**src/rtl/fetch_stage_pkg.sv**
```systemverilog
// Shared types and constants for the instruction-fetch stage.
// Instruction word layout: opcode in bits [15:12]; an all-zero word is a bubble (NOP).
package fetch_stage_pkg;

  localparam int ADDR_W = 8;
  localparam int INST_W = 16;

  localparam int OP_BEGIN = 15;
  localparam int OP_END   = 12;

  localparam logic [OP_BEGIN-OP_END:0] OP_HALT = 4'b1111;

  typedef logic [ADDR_W-1:0] addr_t;
  typedef logic [INST_W-1:0] block_t;

  typedef struct packed {
    block_t inst;
    addr_t  pc;
  } inst_t;

  localparam block_t NOP_INST = '0;
  localparam inst_t  BUBBLE   = '{inst: NOP_INST, pc: '0};

  typedef enum logic [1:0] {
    RUN,
    HOLD,
    HALT
  } fetch_state_t;

  function automatic logic is_halt(block_t b);
    return b[OP_BEGIN:OP_END] == OP_HALT;
  endfunction

endpackage

```
**src/rtl/fetch_stage_if.sv**
```systemverilog
// Instruction ROM bus: the request strobe and address go out, read data comes back one cycle later.
interface fetch_stage_if;
  import fetch_stage_pkg::*;

  logic   imem_req;
  addr_t  imem_addr;
  block_t imem_rdata;

  modport master (output imem_req, output imem_addr, input imem_rdata);
  modport slave  (input imem_req, input imem_addr, output imem_rdata);

endinterface

```
**src/rtl/fetch_stage_skid.sv**
```systemverilog
// One-entry skid buffer that holds a ROM response which arrives while decode is stalled.
// Flush takes priority over push.
module fetch_skid
  import fetch_stage_pkg::*;
(
  input  logic  clk,
  input  logic  rst,
  input  logic  push,
  input  logic  pop,
  input  logic  flush,
  input  inst_t din,
  output inst_t dout,
  output logic  valid
);

  // NOTE: sequential state is assigned with non-blocking (<=) so every flop samples pre-edge values.
  // NOTE: the payload is reset as well as the valid bit; it is a single register, and a known value keeps dout clean.
  always_ff @(posedge clk or posedge rst) begin
    if (rst) begin
      valid <= 1'b0;
      dout  <= BUBBLE;
    end else if (flush) begin
      valid <= 1'b0;
    end else if (push) begin
      valid <= 1'b1;
      dout  <= din;
    end else if (pop) begin
      valid <= 1'b0;
    end
  end

endmodule

```
**src/rtl/fetch_stage.sv**
```systemverilog
// Instruction-fetch stage: owns the PC, reads a 1-cycle-latency ROM, applies redirects, handles stalls and halts.
// Optional performance counters are compiled in when FETCH_PERF_CNT_EN is defined.
module fetch_stage
  import fetch_stage_pkg::*;
#(
  parameter addr_t RESET_PC = 8'h00
)
(
  input  logic                clk,
  input  logic                rst,
  input  logic                stall,
  input  logic                do_branch,
  input  addr_t               branch_target,
  input  logic                do_jump,
  input  addr_t               jump_address,
  fetch_stage_if.master       imem,
  output inst_t               fetch_inst,
  output logic                fetch_halted
`ifdef FETCH_PERF_CNT_EN
  ,
  output logic [31:0]         perf_fetched,
  output logic [31:0]         perf_bubbles
`endif
);

  fetch_state_t state;
  addr_t        pc;
  addr_t        req_pc;
  logic         pending;

  logic  redirect;
  addr_t target;
  inst_t rsp;
  inst_t load_inst;
  logic  skid_push;
  logic  skid_pop;
  logic  skid_valid;
  inst_t skid_dout;

  // NOTE: every signal written here gets a value on every path, so no latch is inferred.
  always_comb begin
    redirect        = do_branch | do_jump;
    target          = do_branch ? branch_target : jump_address;
    imem.imem_req   = !rst && (redirect || (state != HALT && !stall));
    imem.imem_addr  = redirect ? target : pc;
    rsp             = '{inst: imem.imem_rdata, pc: req_pc};
    skid_push       = !redirect && stall && pending && state != HALT;
    skid_pop        = !redirect && !stall && state == HOLD && skid_valid;
    if (skid_pop)     load_inst = skid_dout;
    else if (pending) load_inst = rsp;
    else              load_inst = BUBBLE;
  end

  fetch_skid u_skid (
    .clk   (clk),
    .rst   (rst),
    .push  (skid_push),
    .pop   (skid_pop),
    .flush (redirect),
    .din   (rsp),
    .dout  (skid_dout),
    .valid (skid_valid)
  );

  always_ff @(posedge clk or posedge rst) begin
    if (rst) begin
      state      <= RUN;
      pc         <= RESET_PC;
      req_pc     <= RESET_PC;
      pending    <= 1'b0;
      fetch_inst <= BUBBLE;
    end else if (redirect) begin
      // The request for the target goes out this cycle; whatever was in flight is dropped.
      state      <= RUN;
      pc         <= target + addr_t'(1);
      req_pc     <= target;
      pending    <= 1'b1;
      fetch_inst <= BUBBLE;
    end else begin
      case (state)
        RUN, HOLD: begin
          if (stall) begin
            state   <= HOLD;
            pending <= 1'b0;
          end else begin
            fetch_inst <= load_inst;
            if (is_halt(load_inst.inst)) begin
              // Park the PC just past the halt and drop the request issued behind it.
              state   <= HALT;
              pc      <= load_inst.pc + addr_t'(1);
              pending <= 1'b0;
            end else begin
              state   <= RUN;
              pc      <= pc + addr_t'(1);
              req_pc  <= pc;
              pending <= 1'b1;
            end
          end
        end
        HALT: begin
          if (!stall) fetch_inst <= BUBBLE;
        end
        default: state <= RUN;
      endcase
    end
  end

  assign fetch_halted = (state == HALT);

`ifdef FETCH_PERF_CNT_EN
  always_ff @(posedge clk or posedge rst) begin
    if (rst) begin
      perf_fetched <= '0;
      perf_bubbles <= '0;
    end else begin
      if (fetch_inst.inst != NOP_INST && !stall && perf_fetched != '1)
        perf_fetched <= perf_fetched + 32'd1;
      if (fetch_inst.inst == NOP_INST && perf_bubbles != '1)
        perf_bubbles <= perf_bubbles + 32'd1;
    end
  end
`endif

endmodule

```
**src/flat_wrapper.sv**
```systemverilog
// flat-port wrapper written by rule: the top's interface ports become plain ports
module fetch_stage_flat import fetch_stage_pkg::*;
#(
  parameter addr_t RESET_PC = 8'h00
)
  (clk, rst, stall, do_branch, branch_target, do_jump, jump_address, fetch_inst, fetch_halted, imem_imem_req, imem_imem_addr, imem_imem_rdata);
  fetch_stage_if imem_i ();
  input  logic clk;
  input  logic rst;
  input  logic stall;
  input  logic do_branch;
  input  addr_t branch_target;
  input  logic do_jump;
  input  addr_t jump_address;
  output inst_t fetch_inst;
  output logic fetch_halted;
  output wire logic [$bits(imem_i.imem_req)-1:0] imem_imem_req;
  output wire logic [$bits(imem_i.imem_addr)-1:0] imem_imem_addr;
  input wire logic [$bits(imem_i.imem_rdata)-1:0] imem_imem_rdata;
  assign imem_imem_req = imem_i.imem_req;
  assign imem_imem_addr = imem_i.imem_addr;
  assign imem_i.imem_rdata = imem_imem_rdata;
  fetch_stage #(.RESET_PC(RESET_PC)) u_core (.clk(clk), .rst(rst), .stall(stall), .do_branch(do_branch), .branch_target(branch_target), .do_jump(do_jump), .jump_address(jump_address), .imem(imem_i), .fetch_inst(fetch_inst), .fetch_halted(fetch_halted));
endmodule
```
**config.mk**
```make
export PLATFORM = sky130hd
export DESIGN_NAME = fetch_stage_flat
export DESIGN_NICKNAME = d
export VERILOG_FILES = /design/src/rtl/fetch_stage_pkg.sv /design/src/rtl/fetch_stage_if.sv /design/src/rtl/fetch_stage_skid.sv /design/src/rtl/fetch_stage.sv /design/src/flat_wrapper.sv
export SDC_FILE = /design/constraint.sdc
export NUM_CORES = 1
export LEC_CHECK = 0
export ABC_AREA = 0
export ABC_CLOCK_PERIOD_IN_PS = 3700
export BUFFER_PORTS_ARGS = -buffer_cell sky130_fd_sc_hd__clkbuf_2
export CAP_MARGIN = 20
export CORE_MARGIN = 4
export CORE_UTILIZATION = 40
export CTS_CLUSTER_DIAMETER = 100
export DETAILED_ROUTE_END_ITERATION = 8
export PLACE_DENSITY_LB_ADDON = 0.08
export SETUP_SLACK_MARGIN = 0.1
export SYNTH_ARGS = -nofsm -noshare
export SYNTH_HDL_FRONTEND = slang
export SYNTH_HIERARCHICAL = 1
export SYNTH_SLANG_ARGS = --single-unit
```
**constraint.sdc**
```tcl
create_clock -name clk -period 3.7 [get_ports clk]
set_clock_uncertainty 0.2 [all_clocks]
set_input_delay 0.74 -clock clk [delete_from_list [all_inputs] [get_ports clk]]
set_output_delay 0.74 -clock clk [all_outputs]
set_load 0.01 [all_outputs]
```
==> results of run 1 <==
==> flip-flops by register name, indices dropped and copies added (netlist names) <==
name and flops:
u_core/fetch_inst 24, u_core/pc 8, u_core/pending 1, u_core/req_pc 8
u_core/state 2, u_core/u_skid/dout 24, u_core/u_skid/valid 1
==> logic make-up (layout without fill, tap and decap cells) <==
group,Yosys count,in the layout,share of synthesized area [%]
AO/OA/AOI/OAI,108,108,18.4
XOR/XNOR,4,4,0.996
flip-flops,68,68,48.4
multiplexers,34,34,12.9
adder cells (fa/ha/maj),1,1,0.356
buffers and inverters,28,115,4.20
AND/OR/NAND/NOR,109,109,14.8
==> through the flow <==
step | total power [W] | util [%] | cell area, µm²
3_3_place_gp | 0.00129 | 48.3 | 4050
4_1_cts | 0.00192 | 50.7 | 4250
3_5_place_dp | 0.00129 | 48.3 | 4050
5_1_grt | 0.00200 | 51.0 | 4280
2_1_floorplan | 0.00117 | - | 3520
6_report | 0.00191 | 51.0 | 4280
==> area by class of cell <==
type                       instances  area share [%]
multi-input combinational        256            39.3
timing repair buffer              92            12.5
tap                              105            3.07
sequential                        68            39.8
clock inverter                     4            1.11
clock buffer                      12            3.63
inverter                           7           0.614
==> layout by cell type (no fill, tap or decap), types with 3 or more instances in the layout <==
cell and instances:
clkbuf_2 70, nand2_1 39, a211oi_1 6, clkinv_1 3, xor2_1 4, o221ai_1 3
inv_1 4, buf_4 21, nand3_1 7, o21ai_0 41, clkbuf_8 11, a21oi_1 32
a22o_1 3, and3_1 6, nor2b_1 6, mux2_2 12, dfrtp_1 68, nor2_1 32
a31oi_1 7, mux2_4 20, nand2b_1 5
==> routing by layer <==
metal  wire (µm)  vias to the layer above  part of all wire, %
li1            -                     1420                    -
met1        4550                     1404                   48
met2        4430                       63                   47
met3         428                        2                  4.5
met4          42                        0                 0.44
met5           0                        -                    0
==> worst max path at each step <==
stage / from / endpoint / depth (start not counted)
floorplan: do_branch / u_core/pc[6]$_DFFE_PP0P_ / 11
global route: do_jump / u_core/pc[6]$_DFFE_PP0P_ / 10
detailed placement: do_jump / u_core/pc[6]$_DFFE_PP0P_ / 10
finish: do_jump / u_core/pc[6]$_DFFE_PP0P_ / 10
global placement: do_jump / u_core/pc[6]$_DFFE_PP0P_ / 10
CTS: do_jump / u_core/pc[6]$_DFFE_PP0P_ / 10
==> power by group through the flow <==
stage | sequential (W) | clock [W] | combinational (W)
global placement | 0.000929 | 0 | 0.000357
CTS | 0.000918 | 0.000643 | 0.000364
finish | 0.000919 | 0.000623 | 0.000364
detailed placement | 0.000930 | 0 | 0.000360
floorplan | 0.000917 | 0 | 0.000249
global route | 0.000933 | 0.000670 | 0.000400
==> results.md, run 1 <==
- Worst setup margin: 478 ps
- RD Place Congestion: 0.883
- Worst min path class: input pin to asynchronous set/reset pin
- I/O Buffers: 70
- Crit Path Class: input pin to flop
- Vias per cell: 5.31
- DRT iter0 DRCs: 123
- CP Data Arrival Time: 3240 ps
- Setup WS pre-CTS: 167 ps
- Crit. End Element: flop
- FFs w/ async S/R, synth: 100%
- Post-synth top cells: dfrtp_1 (68), o21ai_0 (41), nand2_1 (39)
- Seq pwr share: 48.2%
- Number of diodes: 0
- Tcrit/Tclk final: 87.1%
- Critical Path Start Type: input pin
- Pwr dens: 445 nW/µm²
- Core Box Area: 8380 µm²
- Met1 usage: 26.3%
- Share of layout cells above drive strength 1: 33.7%
- Width of the die: 102 µm
- Worst r2r src: u_core/state[1]$_DFFE_PP0P_
- Number of H-tree levels: 3
- Mapped Avg Cell Area: 10.0 µm²
- Max-Slew Margin vs Limit: 55.8%
- Final setup viols: 0
- Mapped Cells: 352
- Register area: 1700 µm²
- Yosys warns: 6
- I/O Pins: 71
- Total of max-cap violations: 0
- Crit path cell chain: clkbuf_2 > or4_4 > or3_1 > a31o_2 > a21oi_1 > ha_1 > nand3_1 > nor4_1 > xor2_1 > a21oi_1
- GRT overflow: 0
- Post-cts sizing count: 0
- Int Pwr: 0.00139 W
- Drt wl/cell: 17.4 µm
- Cells on worst reg2reg path: 9
- Critical path's most frequent cell: a21oi_1
- Worst reg2reg path endpoint: u_core/pc[6]$_DFFE_PP0P_
- Syn Nets: 390
- Residual DRC: 0
- DR vias: 2889
- CTS Sinks: 68
- M3 GR Usage: 3.99%
- HPWL Detailed: 6720 µm
- EDFF count, synth: 0
- Ys flop type: dfrtp_1
- Post-CTS Setup Bufs: 0
- Leak: 2.02 nW
- Seq cells post-synth: 68
- Final wirelength: 9450 µm
- Most frequent cell after synthesis: dfrtp_1
- Initial antenna violation count: 0
- FILL cells: 803
- Setup tns final: 0 ps
- Area contributors post-synth: dfrtp_1 (48%), mux2_4 (8.5%), o21ai_0 (5.8%), a21oi_1 (4.6%), nand2_1 (4.2%)
- Slowest cell on crit path: or4_4
- Power share of the clock group: 32.7%
- Clk_lat worst skew: 340 ps
- Clk root buf: clkbuf_8
- R2R Setup Slk: 630 ps
- Initial core utilization: 42.0%
- Max FO, Critical Path: 8
- Post-synthesis instance area: 3520 µm²
- # rows: 33
- WP data required: 3710 ps
- Hold_ws: 131 ps
- Maximum VDD drop: 0.263 mV
- Final net count: 472
- CTS Hold Bufs: 0
- Area of the multi-input gates: 1680 µm²
- Yosys top cell by area: dfrtp_1
- Drt first pass iters: 4
- Total die area: 10400 µm²
- Clock input transition at the sequential cells of the worst setup and hold paths: 70 ps
- Minimum clock period: 3220 ps
- RSZ-0062 raised after global routing: false
- Placed instance count: 527
- Top cell type's share of synthesized area: 48.4%
- Gr usage total: 19.1%
- Comb pwr share: 19.1%
- Syn-to-layout area delta: 21.6%
- Vias in the first global route: 3013
- Achievable Freq: 310 MHz
- CTS Buf Count: 9
- Final-report max-slew violation count: 0
- Cell family with most CP delay: simple AND/OR/NAND/NOR gates
- Switching share of total power: 27.0%
- Unique masters post-synth: 47
- Final std cells w/o fill: 544
- GRT busiest layer: met2
- Post-synthesis sequential area ratio: 48.4%
- Fin. Hold Viols: 0
- Status: completed
- Antenna Nets Post-Route: 0
- GR Util met2: 30.6%
- Switching power: 0.000514 W
- First-pass GRT wire length: 15300 µm
- Biggest cell delay along the critical path: 530 ps
- CP Buf/Inv Count: 1
- Die height: 102 µm
- CTS tree: yes
- Worst Tran Pin Value: 659 ps
- Pin count of the biggest net entering global routing: 29
- Clk buf depth: 2
Power figures use the tool's default switching activity.
==> run 2, diff against run 1 <==
CORE_MARGIN = default   (was 4)
SYNTH_HIERARCHICAL = default   (was 1)
==> run 2 against run 1 <==
Non-clock buffer count fell by 9; synthesized cell count rose by 2.6%; count of clock-buffer cells in the layout fell by 2; combinational power fell by 13%; clock power rose by 7.9%; sequential share of layout area rose by 0.53 points; critical endpoint is now u_core.pc[4]$_DFFE_PP0P_; critical path depth fell by 1; via count rose by 3.5%; cell count fell by 0.55%; critical path type unchanged; routed wire length fell by 4.9%.
==> results.md, run 2 <==
- Initial antenna violation count: 0
- FFs w/ async S/R, synth: 100%
- CTS Hold Bufs: 0
- Simple-gate portion of the synthesized area: 18.9%
- DRT iter0 DRCs: 164
- Crit path cell chain: clkbuf_2 > or4_4 > or3_1 > o221ai_1 > o221ai_1 > ha_1 > nand3_1 > xor2_1 > a21oi_1
- Fin. Hold Viols: 0
- Final instance area: 4220 µm²
- Max FO, Critical Path: 14
- Biggest cell delay along the critical path: 650 ps
- HPWL Detailed: 6320 µm
- Antenna Nets Post-Route: 0
- Cell Area, Placed: 4010 µm²
- Drt first pass iters: 5
- Width of the die: 95.5 µm
- Synth Area in Compound Gates: 16.5%
- Yosys warns: 0
- Critical Path Start Type: input pin
- I/O Pins: 71
- Final setup viols: 0
- Gr usage total: 21.7%
- Setup tns final: 0 ps
- Post-synthesis sequential area ratio: 48.6%
- CP Data Arrival Time: 3110 ps
- Slowest cell on crit path: or4_4
- Worst min path class: input pin to asynchronous set/reset pin
- Unique masters post-synth: 46
- Critical path's most frequent cell: o221ai_1
- Post-cts sizing count: 0
- Fin util: 50.6%
- Worst Tran Pin Value: 656 ps
- Crit Path Class: input pin to flop
- RSZ-0062 raised after global routing: false
- Final wirelength: 8990 µm
- Vias in the first global route: 2961
- Maximum VDD drop: 0.200 mV
- Final std cells w/o fill: 541
- Post-synthesis mux area share: 11.3%
- FILL cells: 811
- Initial core utilization: 41.9%
- Crit. End Element: flop
- Yosys top cell by area: dfrtp_1
- Vias per cell: 5.53
- Drt wl/cell: 16.6 µm
- CTS Buf Count: 9
- Max-Slew Margin vs Limit: 56.2%
- CTS tree: yes
- Mapped Avg Cell Area: 9.69 µm²
- Post-synthesis xor/xnor area fraction: 0.751%
- Number of diodes: 0
- Area of the multi-input gates: 1680 µm²
- Number of H-tree levels: 3
- Largest registers: u_core.fetch_inst (24), u_core.u_skid.dout (24)
- Final net count: 469
- R2R Setup Slk: 720 ps
- Placed instance count: 525
- Ys flop type: dfrtp_1
- Residual DRC: 0
- Post-synth top cells: dfrtp_1 (68), nand2_1 (55), o21ai_0 (38)
- WP data required: 3720 ps
- Clk_lat worst skew: 340 ps
- Area contributors post-synth: dfrtp_1 (49%), mux2_2 (9.3%), nand2_1 (5.9%), o21ai_0 (5.4%), a21oi_1 (4.9%)
- Total die area: 9120 µm²
- Most frequent cell after synthesis: dfrtp_1
- Clock input transition at the sequential cells of the worst setup and hold paths: 80 ps
- Cells on worst reg2reg path: 8
- Share of layout cells above drive strength 1: 32.3%
- Most frequent cells in the layout: clkbuf_2 (70), dfrtp_1 (68), nand2_1 (55)
- DR vias: 2991
- Total of max-cap violations: 0
- GRT overflow: 0
- Die height: 95.5 µm
- Pin count of the biggest net entering global routing: 50
- Leak: 1.98 nW
- Synth Area in Adders: 0.358%
- Syn-to-layout area delta: 20.7%
- Worst r2r src: u_core.state[1]$_DFFE_PP0P_
- Commonest non-fill, non-tap cell in the layout: clkbuf_2
- Post-synthesis instance area: 3500 µm²
- Clk buf depth: 2
- Syn Nets: 399
- Final-report max-slew violation count: 0
- RD Place Congestion: 0.842
- Minimum clock period: 3090 ps
- Register area: 1700 µm²
- Pwr dens: 451 nW/µm²
- Tcrit/Tclk final: 83.4%
- # rows: 33
- Status: completed
- EDFF count, synth: 0
- I/O Buffers: 70
- First-pass GRT wire length: 14900 µm
- Largest family of logic cells by synthesized area: simple AND/OR/NAND/NOR gates
- Hold_ws: 228 ps
- Worst reg2reg path endpoint: u_core.pc[4]$_DFFE_PP0P_
- Clk root buf: clkbuf_8
- Top cell type's share of synthesized area: 48.6%
- Mapped Cells: 361
- Post-CTS Setup Bufs: 0
- Achievable Freq: 324 MHz
- Seq cells post-synth: 68
- CTS Sinks: 68
- Core Box Area: 8340 µm²
[run 2: cell types whose count changed after synthesis, sizes merged, moves of 4 or more]
cell | before | now
a211oi | 6 | 2
a31oi | 8 | 2
and3 | 6 | 24
clkbuf | 15 | 20
mux2i | 2 | 7
nand2 | 39 | 55
nor2 | 33 | 12
nor2b | 7 | 1
nor3 | 3 | 11
o21ai | 43 | 39
o221ai | 3 | 8
[run 2: kinds of logic after synthesis]
| logic type | count (synthesis) |
|---|---|
| xor+xnor | 3 |
| flops | 68 |
| compound gates | 94 |
| buf+inv | 30 |
| simple gates | 129 |
| fa+ha+maj | 1 |
| mux | 36 |
[run 2: worst max-delay path by stage]
| stage | from | end | slack (ps) | cells past startpoint |
|---|---|---|---|---|
| floorplan | stall | u_core.pc[4]$_DFFE_PP0P_ | 550 | 9 |
| global placement | stall | u_core.pc[4]$_DFFE_PP0P_ | 310 | 9 |
| detailed placement | stall | u_core.pc[4]$_DFFE_PP0P_ | 280 | 9 |
| CTS | stall | u_core.pc[4]$_DFFE_PP0P_ | 640 | 9 |
| global route | stall | u_core.pc[6]$_DFFE_PP0P_ | 430 | 8 |
| finish | stall | u_core.pc[4]$_DFFE_PP0P_ | 610 | 9 |
[run 2: per-stage QoR]
stage / total power [W] / setup WS (ps)
global route: 0.00200 / 426
detailed placement: 0.00125 / 277
finish: 0.00190 / 615
floorplan: 0.00113 / 553
global placement: 0.00124 / 309
CTS: 0.00192 / 635
[run 2: critical path: cells and delay by family]
family	cells	cell delay [ps]
compound gates	3	500
simple gates	3	1250
fa+ha+maj	1	310
xor+xnor	1	150
buf+inv	1	150
[run 2: routing by layer]
metal  GRT usage [%]  share of wire, %
met1            27.8                47
met2            37.1                49
met5               0                 0
met3            5.02               3.9
met4            4.98              0.60
[run 2: layout make-up]
| cell class | instances | share of cell area [%] |
|---|---|---|
| Clock inverter | 6 | 2.10 |
| Multi-Input combinational cell | 263 | 39.7 |
| Inverter | 6 | 0.533 |
| Sequential cell | 68 | 40.3 |
| Timing Repair Buffer | 83 | 11.2 |
| Tap cell | 105 | 3.11 |
| Clock buffer | 10 | 3.02 |
[run 2: power by group]
group / switching (W) / leakage (nW) / internal (W)
logic: 0.000163 / 1.02 / 0.000154
clock network: 0.000293 / 0.102 / 0.000380
registers: 0.0000725 / 0.858 / 0.000841
total: 0.000529 / 1.98 / 0.00137
==> run 3, diff against run 2 <==
ABC_AREA = 1   (was 0)
ABC_CLOCK_PERIOD_IN_PS = 2630   (was 3700)
clock period = 2.63 ns   (was 3.7 ns; I/O delays follow)
==> run 3 against run 2 <==
Worst hold slack worse by 160 ps; setup slack got worse by 540 ps; combinational power is 61% higher; routed wire length increased by 1.6%; critical path depth fell by 3; cell area rose by 4.9%; clock power grew 28%; register-to-register slack worse by 520 ps; synthesized area is essentially flat; synthesized cell count increased by 22%; die area is essentially flat.
==> results.md, run 3 <==
- Status: completed
- Number of H-tree levels: 3
- Register area: 1700 µm²
- Worst Tran Pin Value: 433 ps
- First-pass GRT wire length: 14500 µm
- Largest registers: u_core.fetch_inst (24), u_core.u_skid.dout (24)
- Final-report max-slew violation count: 0
- HPWL Detailed: 6430 µm
- Seq pwr share: 47.3%
- Drt first pass iters: 4
- Initial core utilization: 42.0%
- RSZ-0062 raised after global routing: true
- EDFF count, synth: 0
- Most frequent cell after synthesis: nand2_1
- Pin count of the biggest net entering global routing: 69
- Switching share of total power: 29.9%
- Post-synth top cells: nand2_1 (110), o21ai_0 (74), dfrtp_1 (68)
- Drt wl/cell: 14.1 µm
- GRT busiest layer: met2
- Biggest cell delay along the critical path: 370 ps
- I/O Pins: 71
- Post-synthesis instance area: 3500 µm²
- Final wirelength: 9130 µm
- Power share of the clock group: 33.0%
- Yosys warns: 0
- Total die area: 9130 µm²
- Syn-to-layout area delta: 26.6%
- Die height: 95.6 µm
- CTS Hold Bufs: 0
- Area of the multi-input gates: 1590 µm²
- Mapped Avg Cell Area: 7.92 µm²
- Crit Path Class: input pin to primary output
- Width of the die: 95.6 µm
- Final net count: 574
- Top cell type's share of synthesized area: 48.6%
- Number of diodes: 0
- Final instance area: 4430 µm²
- Share of layout cells above drive strength 1: 29.6%
- Unique masters post-synth: 29
- DR vias: 3236
- CTS Buf Count: 9
- Minimum clock period: 2560 ps
- Critical Path Start Type: input pin
- GR Util met2: 32.4%
- I/O Buffers: 70
- Clk buf depth: 2
- Vias in the first global route: 2927
- Seq cells post-synth: 68
- Final std cells w/o fill: 645
- Max-Slew Margin vs Limit: 70.9%
- Post-synthesis sequential area ratio: 48.6%
- CP Data Arrival Time: 1830 ps
- WP data required: 1900 ps
- Residual DRC: 0
- Maximum VDD drop: 0.255 mV
- Met1 usage: 29.3%
- CTS Sinks: 68
- Int Pwr: 0.00183 W
- Commonest non-fill, non-tap cell in the layout: nand2_1
- DRT iter0 DRCs: 168
- Achievable Freq: 391 MHz
- Ys flop type: dfrtp_1
- M3 GR Usage: 3.19%
- Cell Area, Placed: 4060 µm²
- Worst min path class: input pin to asynchronous set/reset pin
- Clock input transition at the sequential cells of the worst setup and hold paths: 80 ps
- Antenna Nets Post-Route: 0
- Switching power: 0.000777 W
- Leak: 2.33 nW
- Pwr dens: 587 nW/µm²
- Clk root buf: clkbuf_8
- RD Place Congestion: 0.882
- Max FO, Critical Path: 9
- Tcrit/Tclk final: 97.2%
- # rows: 33
- Syn Nets: 480
- Total of max-cap violations: 0
- FILL cells: 844
- Vias per cell: 5.02
- Crit path cell chain: clkbuf_2 > buf_4 > inv_1 > o21ai_0 > o21ai_0 > clkbuf_2
- Fin. Hold Viols: 0
- Crit. End Element: primary output
- Slowest cell on crit path: o21ai_0
- Yosys top cell by area: dfrtp_1
- Fin util: 53.1%
- Area contributors post-synth: dfrtp_1 (49%), nand2_1 (12%), o21ai_0 (11%), inv_1 (5.1%), nand3_1 (3.6%)
- Design Power: 0.00260 W
- Comb pwr share: 19.6%
- CTS tree: yes
- Core Box Area: 8340 µm²
- Initial antenna violation count: 0
- GRT overflow: 0
- Clk_lat worst skew: 340 ps
- Mapped Cells: 442
- Placed instance count: 618
- FFs w/ async S/R, synth: 100%
- Most frequent cells in the layout: nand2_1 (108), o21ai_0 (71), clkbuf_2 (70)
- Gr usage total: 21.0%
- Final setup viols: 0
run 3: stage by stage:
step                setup WS (ps)  hold WS, ps  TNS (ps)
floorplan                     161          244         0
global placement            -85.0          262      -139
detailed placement          -87.1          265      -159
CTS                          73.2         89.8         0
global route                 48.4         91.8         0
finish                       73.4         71.4         0
run 3: cell type report:
| cell class | instances | area share, % |
|---|---|---|
| Clock buffer | 10 | 3.11 |
| Clock inverter | 5 | 1.19 |
| Inverter | 52 | 4.49 |
| Multi-Input combinational cell | 304 | 35.8 |
| Sequential cell | 68 | 38.4 |
| Tap cell | 105 | 2.97 |
| Timing Repair Buffer | 100 | 13.8 |
| Timing Repair inverter | 1 | 0.169 |
run 3: path summary, 6_finish.rpt:
path	slack [ps]	to	start	cells after the start
min	70	u_core.pc[2]$_DFFE_PP0P_	rst	3
max reg2reg	200	u_core.pc[4]$_DFFE_PP0P_	u_core.state[0]$_DFFE_PP0P_	17
min in group clk	240	u_core.u_skid.dout[16]$_DFFE_PP0P_	imem_imem_rdata[8]	3
max in group asynchronous	1810	u_core.state[1]$_DFFE_PP0P_	rst	3
min reg2reg	280	u_core.fetch_inst[10]$_DFFE_PP0P_	u_core.fetch_inst[10]$_DFFE_PP0P_	2
max	70	imem_imem_addr[1]	do_branch	6
run 3: cell families (layout without fill, tap and decap cells):
| logic type | count (synthesis) | in the layout | synth area share, % |
|---|---|---|---|
| AOI/OAI and AO/OA | 104 | 104 | 15.7 |
| buffers and inverters | 70 | 168 | 8.22 |
| and+or+nand+nor | 197 | 197 | 26.5 |
| DFF | 68 | 68 | 48.6 |
| adders and majority gates | 1 | 1 | 0.357 |
| muxes | 2 | 2 | 0.643 |
run 3: critical path, delay by kind of cell:
kind / cells / cell delay (ps)
compound gates: 2 / 650
buf+inv: 4 / 640
run 3: repair_timing:
item | CTS | global route
pin swaps | 0 | 15
setup endpoints to repair | 4 | 13
hold endpoints to repair | 0 | 0
resized for setup | 1 | 25
buffers inserted | 0 | 11
gates cloned | 0 | 1
run 3: metal layers:
metal	part of all wire [%]	vias up
met1	48	1532
met2	47	74
li1	-	1611
met4	2.3	0
met3	3.3	19
met5	0	-
run 3: power by group through the flow:
stage          combinational (W)  clock (W)  sequential (W)
2_1_floorplan           0.000304          0         0.00124
3_3_place_gp            0.000471          0         0.00125
3_5_place_dp            0.000476          0         0.00125
4_1_cts                 0.000479   0.000878         0.00123
5_1_grt                 0.000577   0.000919         0.00125
6_report                0.000511   0.000860         0.00123
